<file path="src/rtl/tft_pkg.sv">
// Shared constants and types for the TFT SPI target.
package tft_pkg;

  localparam logic [7:0] CmdNop     = 8'h00;
  localparam logic [7:0] CmdSwreset = 8'h01;
  localparam logic [7:0] CmdCaset   = 8'h2A;
  localparam logic [7:0] CmdPaset   = 8'h2B;
  localparam logic [7:0] CmdRamwr   = 8'h2C;

  typedef enum logic [2:0] {
    StIdle,
    StCaset,
    StPaset,
    StRamwr,
    StSkip
  } dec_state_e;

  // One received byte with the D/C flag sampled on its last bit.
  typedef struct packed {
    logic       dc;
    logic [7:0] data;
  } rx_byte_t;

  // A window is legal when it is non-empty and ends inside the panel.
  function automatic logic win_ok(input logic [15:0] win_start, input logic [15:0] win_end,
                                  input int unsigned limit);
    return (win_start <= win_end) && ({16'd0, win_end} < limit);
  endfunction

endpackage

</file>
<file path="src/rtl/spi_rx.sv">
// Pin synchronizers, SCK rising-edge detect and byte assembly.
module spi_rx
  import tft_pkg::*;
#(
  parameter int unsigned SyncStages = 2
) (
  input  logic     clk_i,
  input  logic     rst_ni,
  input  logic     tft_sck_i,
  input  logic     tft_sdi_i,
  input  logic     tft_dc_i,
  input  logic     tft_cs_i,
  output logic     byte_valid_o,
  output rx_byte_t rx_byte_o
);

  // Bit order {cs, dc, sdi, sck}; chip select resets deasserted.
  localparam logic [3:0] PinRst = 4'b1000;

  logic [3:0] sync_q [SyncStages];
  logic [3:0] pins_s;
  logic       sck_q;
  logic [6:0] shift_q;
  logic [2:0] cnt_q;

  assign pins_s = sync_q[SyncStages-1];

  // Synchronizer chain shared by all four pins.
  always_ff @(posedge clk_i or negedge rst_ni) begin
    if (!rst_ni) begin
      for (int i = 0; i < SyncStages; i++) sync_q[i] <= PinRst;
    end else begin
      sync_q[0] <= {tft_cs_i, tft_dc_i, tft_sdi_i, tft_sck_i};
      for (int i = 1; i < SyncStages; i++) sync_q[i] <= sync_q[i-1];
    end
  end

  // Shift on each SCK rise while selected; deselect drops any partial byte.
  always_ff @(posedge clk_i or negedge rst_ni) begin
    if (!rst_ni) begin
      sck_q        <= 1'b0;
      shift_q      <= '0;
      cnt_q        <= '0;
      byte_valid_o <= 1'b0;
      rx_byte_o    <= '0;
    end else begin
      byte_valid_o <= 1'b0;
      sck_q        <= pins_s[0];
      if (pins_s[3]) begin
        shift_q <= '0;
        cnt_q   <= '0;
      end else if (pins_s[0] && !sck_q) begin
        shift_q <= {shift_q[5:0], pins_s[1]};
        cnt_q   <= cnt_q + 3'd1;
        if (cnt_q == 3'd7) begin
          byte_valid_o   <= 1'b1;
          rx_byte_o.dc   <= pins_s[2];
          rx_byte_o.data <= {shift_q, pins_s[1]};
        end
      end
    end
  end

endmodule

</file>
<file path="src/rtl/tft_spi_target.sv">
// SPI display target: decodes CASET/PASET/RAMWR into addressed RGB565 pixels.
module tft_spi_target
  import tft_pkg::*;
#(
  parameter int unsigned NUM_COLS    = 240,
  parameter int unsigned NUM_ROWS    = 320,
  parameter int unsigned SYNC_STAGES = 2
) (
  input  logic                        clk_in,
  input  logic                        rst_n_in,
  input  logic                        tft_sck,
  input  logic                        tft_sdi,
  input  logic                        tft_dc,
  input  logic                        tft_cs,
  output logic                        pixel_valid_out,
  output logic [$clog2(NUM_COLS)-1:0] pixel_col_out,
  output logic [$clog2(NUM_ROWS)-1:0] pixel_row_out,
  output logic [15:0]                 pixel_color_out,
  output logic                        cmd_valid_out,
  output logic [7:0]                  cmd_out,
  output logic                        err_out
);

  localparam int unsigned ColW = $clog2(NUM_COLS);
  localparam int unsigned RowW = $clog2(NUM_ROWS);
  localparam logic [ColW-1:0] ColMax = ColW'(NUM_COLS - 1);
  localparam logic [RowW-1:0] RowMax = RowW'(NUM_ROWS - 1);

  logic       rx_valid;
  rx_byte_t   rx_byte;

  spi_rx #(
    .SyncStages (SYNC_STAGES)
  ) u_spi_rx (
    .clk_i        (clk_in),
    .rst_ni       (rst_n_in),
    .tft_sck_i    (tft_sck),
    .tft_sdi_i    (tft_sdi),
    .tft_dc_i     (tft_dc),
    .tft_cs_i     (tft_cs),
    .byte_valid_o (rx_valid),
    .rx_byte_o    (rx_byte)
  );

  dec_state_e      state_q;
  logic [2:0]      param_cnt_q;
  logic [23:0]     param_q;
  logic [ColW-1:0] col_start_q, col_end_q, col_ptr_q;
  logic [RowW-1:0] row_start_q, row_end_q, row_ptr_q;
  logic            half_q;
  logic [7:0]      hi_q;

  // The 4th parameter byte completes the window end value.
  logic [15:0] win_start, win_end;
  logic        col_ok, row_ok;

  assign win_start = param_q[23:8];
  assign win_end   = {param_q[7:0], rx_byte.data};
  assign col_ok    = win_ok(win_start, win_end, NUM_COLS);
  assign row_ok    = win_ok(win_start, win_end, NUM_ROWS);

  // Command decoder, window registers, pixel pointer and registered pulse outputs.
  always_ff @(posedge clk_in or negedge rst_n_in) begin
    if (!rst_n_in) begin
      state_q         <= StIdle;
      param_cnt_q     <= '0;
      param_q         <= '0;
      col_start_q     <= '0;
      col_end_q       <= ColMax;
      row_start_q     <= '0;
      row_end_q       <= RowMax;
      col_ptr_q       <= '0;
      row_ptr_q       <= '0;
      half_q          <= 1'b0;
      hi_q            <= '0;
      pixel_valid_out <= 1'b0;
      pixel_col_out   <= '0;
      pixel_row_out   <= '0;
      pixel_color_out <= '0;
      cmd_valid_out   <= 1'b0;
      cmd_out         <= '0;
      err_out         <= 1'b0;
    end else begin
      pixel_valid_out <= 1'b0;
      cmd_valid_out   <= 1'b0;
      err_out         <= 1'b0;
      if (rx_valid && !rx_byte.dc) begin
        cmd_valid_out <= 1'b1;
        cmd_out       <= rx_byte.data;
        param_cnt_q   <= '0;
        half_q        <= 1'b0;  // a half-received pixel is dropped
        case (rx_byte.data)
          CmdCaset: state_q <= StCaset;
          CmdPaset: state_q <= StPaset;
          CmdRamwr: begin
            state_q   <= StRamwr;
            col_ptr_q <= col_start_q;
            row_ptr_q <= row_start_q;
          end
          CmdSwreset: begin
            state_q     <= StSkip;
            col_start_q <= '0;
            col_end_q   <= ColMax;
            row_start_q <= '0;
            row_end_q   <= RowMax;
            col_ptr_q   <= '0;
            row_ptr_q   <= '0;
          end
          default: state_q <= StSkip;
        endcase
      end else if (rx_valid) begin
        case (state_q)
          StCaset, StPaset: begin
            // Counter saturates at 4 so trailing parameters are ignored.
            if (param_cnt_q != 3'd4) begin
              param_cnt_q <= param_cnt_q + 3'd1;
              param_q     <= {param_q[15:0], rx_byte.data};
              if (param_cnt_q == 3'd3) begin
                if (state_q == StCaset) begin
                  if (col_ok) begin
                    col_start_q <= win_start[ColW-1:0];
                    col_end_q   <= win_end[ColW-1:0];
                  end else begin
                    err_out <= 1'b1;
                  end
                end else begin
                  if (row_ok) begin
                    row_start_q <= win_start[RowW-1:0];
                    row_end_q   <= win_end[RowW-1:0];
                  end else begin
                    err_out <= 1'b1;
                  end
                end
              end
            end
          end
          StRamwr: begin
            if (!half_q) begin
              hi_q   <= rx_byte.data;
              half_q <= 1'b1;
            end else begin
              half_q          <= 1'b0;
              pixel_valid_out <= 1'b1;
              pixel_color_out <= {hi_q, rx_byte.data};
              pixel_col_out   <= col_ptr_q;
              pixel_row_out   <= row_ptr_q;
              if (col_ptr_q == col_end_q) begin
                col_ptr_q <= col_start_q;
                row_ptr_q <= (row_ptr_q == row_end_q) ? row_start_q : row_ptr_q + RowW'(1);
              end else begin
                col_ptr_q <= col_ptr_q + ColW'(1);
              end
            end
          end
          default: ;
        endcase
      end
    end
  end

endmodule

</file>
<file path="config.mk">
export PLATFORM = sky130hd
export DESIGN_NAME = tft_spi_target
export DESIGN_NICKNAME = d
export VERILOG_FILES = /design/src/rtl/tft_pkg.sv /design/src/rtl/spi_rx.sv /design/src/rtl/tft_spi_target.sv
export SDC_FILE = /design/constraint.sdc
export NUM_CORES = 1
export LEC_CHECK = 0
export CAP_MARGIN = 20
export CELL_PAD_IN_SITES_DETAIL_PLACEMENT = 2
export CELL_PAD_IN_SITES_GLOBAL_PLACEMENT = 2
export CORE_ASPECT_RATIO = 1.75
export CORE_UTILIZATION = 30
export DETAILED_ROUTE_END_ITERATION = 10
export GPL_TIMING_DRIVEN = 0
export PLACE_DENSITY = 0.75
export SLEW_MARGIN = 20
export SYNTH_ARGS = -nofsm -noshare
export SYNTH_HDL_FRONTEND = slang
export SYNTH_HIERARCHICAL = 1
export SYNTH_SLANG_ARGS = --single-unit
</file>
<file path="constraint.sdc">
create_clock -name clk_in -period 7 [get_ports clk_in]
set_clock_uncertainty 0.05 [all_clocks]
set_input_delay 0.7 -clock clk_in [delete_from_list [all_inputs] [get_ports clk_in]]
set_output_delay 0.7 -clock clk_in [all_outputs]
set_load 0.05 [all_outputs]
</file>
==> flow_summary_export.csv <==
group,metric,value,unit
place,hpwl,15630,um
timing,hold_violations,0,
routing,dr.pass1.iters,4,
power_and_ir_drop,irDropWorstVdd,144.6,uV
setup_path,reg2reg_from,"u_spi_rx/rx_byte_o[5]",
setup_path,rrSetupSlack,3.93,ns
setup_path,worst_setup_path_end_kind,"register",
synthesis,muxShareOfSynthArea,8.124,%
clock_tree,cts_max_path_buffers,2,
timing,period_needed,3.068,ns
routing,wirelength,21310,um
routing,ant_nets,0,
die,die_w,121.0,um
synthesis,synth_adder_area_share,3.869,%
synthesis,yosys.area.top_type,"dfrtp_1",
grt,antenna_found_initial,0,
synthesis,yosysWarnings,6,
grt,track_usage,18.36,%
synthesis,yosysUniqueCellTypes,59,
place,place_congestion,0.8244,
timing,setup_viol,0,
synthesis,synth.avg_cell_area,11.09,um2
place,io_buffers,49,
clock_tree,htreeDepth,4,
power_and_ir_drop,p_per_area,215.0,nW/um2
power_and_ir_drop,p_leak,4.059,nW
final_layout,antenna_cells,0,
setup_path,r2r_cells,10,
clock_tree,cts_tree,"built",
setup_path,max_stage_delay,0.46,ns
place,dp.cells,1029,
timing,finalMaxSlewViolations,0,
synthesis,ys_seq_area_share,55.11,%
place,place_area,8347,um2
setup_path,cpMaxStageDelayCell,"dfrtp_1",
final_layout,fin_cells,1061,
clock_tree,hold_buffers,0,
synthesis,ys_top_cells_by_count,"147 x dfrtp_1, 109 x nand2_1, 51 x mux2_2, 40 x o21ai_0",
final_layout,area_growth,19.98,%
routing,vias,5463,
synthesis,synth-edff-count,0,
timing,fin_hold_ws,0.1528,ns
clock_tree,cts_made_buffers,17,
clock_tree,post-cts-setup-buffers,0,
final_layout,drive_above_1_share,17.26,%
final_layout,nNetsFinal,769,
die,coreArea,24120,um2
clock_tree,clock_sinks,163,
synthesis,synth_area_leaders,"dfrtp_1 49%, mux2_2 7.7%, dfstp_2 5.7%, nand2_1 5.5%, ha_1 3.9%",
setup_path,cp_max_fo,10,
timing,slew_headroom,31.32,%
synthesis,ys.flop_type,"dfrtp_1",
setup_path,timing.rr.end,"row_start_q[7]",
clock_tree,root_buffer,"clkbuf_16",
setup_path,required,7.28,ns
synthesis,synth_cells,671,
synthesis,synthXorXnorAreaFrac,2.590,%
die,fp-row-count,75,
timing,max_freq,325.9,MHz
grt,grt_first_pass_wirelength,34730,um
synthesis,syn_area,7438,um2
die,initial_core_util,30.84,%
clock_tree,path_clk_slew,0.06,ns
synthesis,synth_compound_area_share,14.26,%
die,die_area,25450,um2
grt,first_global_vias,6152,
grt,overflow,0,
die,die_h,210.3,um
setup_path,setup.worst_path.class,"reg2reg",
setup_path,worstPathCellList,"inv_1, ha_1, a21oi_1, o21ai_0, a2111o_1, or3_1, buf_2, a21oi_4, buf_6, o2bb2ai_1",
grt,grt_max_degree,94,
routing,vias_per_cell,5.149,
run_status,status,"completed",
clock_tree,insertion_delay,0.45,ns
timing,rsz0062_at_grt,"no",
final_layout,final_area,8925,um2
synthesis,synth_most_common_cell,"dfrtp_1",
routing,drt_iter0_drc,132,
synthesis,synth-seq-cells,163,
synthesis,synth_simple_gate_area_share,12.41,%
clock_tree,cts_resized,0,
routing,post_drt_wl_per_cell,20.08,um
routing,drc_errors,0,
synthesis,synthDominantCellAreaShare,49.45,%
timing,worst_pin_slew,1.022,ns
synthesis,synth_top_family_by_area,"compound AO/OA/AOI/OAI gates",
synthesis,syn_nets,700,
worst_hold_path,hold_class,"in2async",
timing,fin_crit_sh,43.83,%
setup_path,start_kind,"register",
die,io_pins,50,
setup_path,cp.arrival,3.35,ns
run,drv_cap,0,
timing,tns,0,ns
synthesis,async_flop_share,100.0,%
cell usage in the layout, fill, tap and decap left out, drive strengths merged, types with 12 or more instances in the layout:
master / netlist / layout
a21oi: 32 / 32
clkdlybuf4s50: 0 / 48
nand2: 110 / 110
nand3: 15 / 15
o2bb2ai: 17 / 17
buf: 11 / 13
dfstp: 16 / 16
nor3: 12 / 12
dfrtp: 147 / 147
mux2: 51 / 51
o21ai: 41 / 41
inv: 30 / 33
ha: 23 / 23
nor2: 26 / 26
clkbuf: 18 / 39
metrics by stage:
stage	power (mW)	setup WS [ns]	utilization, %
after CTS	1.951	3.885	37.01
after global routing	1.988	3.744	37.01
after detailed placement	0.9977	3.906	34.61
final	1.919	3.932	37.01
after floorplan	0.9709	4.545	-
after global placement	0.9950	-1.766	34.47
flip-flops by register name, summed over array words and instances, names as in the netlist, 9 cells and up:
register and flops:
u_spi_rx/rx_byte_o 9, pixel_color_out 16, row_ptr_q 9, row_end_q 9, param_q 24, pixel_row_out 9
row_start_q 9
kinds of logic (layout without fill, tap and decap cells):
family | count (synthesis) | in the layout
and+or+nand+nor | 199 | 199
DFF | 163 | 163
AOI/OAI and AO/OA | 150 | 150
buffers and inverters | 60 | 142
muxes | 54 | 54
adders and majority gates | 23 | 23
xor gates and xnor gates | 22 | 22
worst max-delay path by stage:
stage | startpoint | end | slack [ns] | cells after the start
after global routing | u_spi_rx/rx_byte_o[5] | row_start_q[7] | 3.74 | 10
after floorplan | u_spi_rx/rx_byte_o[5] | row_start_q[7] | 4.54 | 10
after detailed placement | u_spi_rx/rx_byte_o[5] | row_end_q[6] | 3.91 | 10
after global placement | rst_n_in | pixel_col_out[1] | -1.77 | 1
after CTS | u_spi_rx/rx_byte_o[5] | row_start_q[7] | 3.89 | 10
final | u_spi_rx/rx_byte_o[5] | row_start_q[7] | 3.93 | 10
power by group:
group	leakage, nW	internal, mW	switching, mW	total, mW
clock	0.280	0.537	0.403	0.940
sequential	2.20	0.946	0.00225	0.949
combinational	1.58	0.00722	0.0228	0.0300
total	4.06	1.49	0.428	1.92
final cells by class:
cell class / count / area (um2)
tap: 308 / 385.4
clock inverter: 11 / 127.6
timing repair buffer: 50 / 523.0
fill: 2505 / 15190
buffer: 29 / 153.9
sequential: 163 / 4099
multi-input combinational: 448 / 3069
inverter: 31 / 116.4
clock buffer: 21 / 450.4
worst max-delay path, delay by kind of cell, from the launching register on:
kind / cells / cell delay [ns]
AND/OR/NAND/NOR: 1 / 0.32
buffers and inverters: 3 / 0.76
flip-flops: 1 / 0.46
AO/OA/AOI/OAI: 5 / 1.02
adder cells (fa/ha/maj): 1 / 0.33
layer usage:
metal,track usage (%),vias up,part of all wire (%)
met5,0,-,0
met4,10.60,0,4.5
met3,4.004,46,2.6
met2,33.89,80,56
met1,18.65,2828,37
li1,-,2509,-
Note: power is estimated with default switching activity, not from simulation.
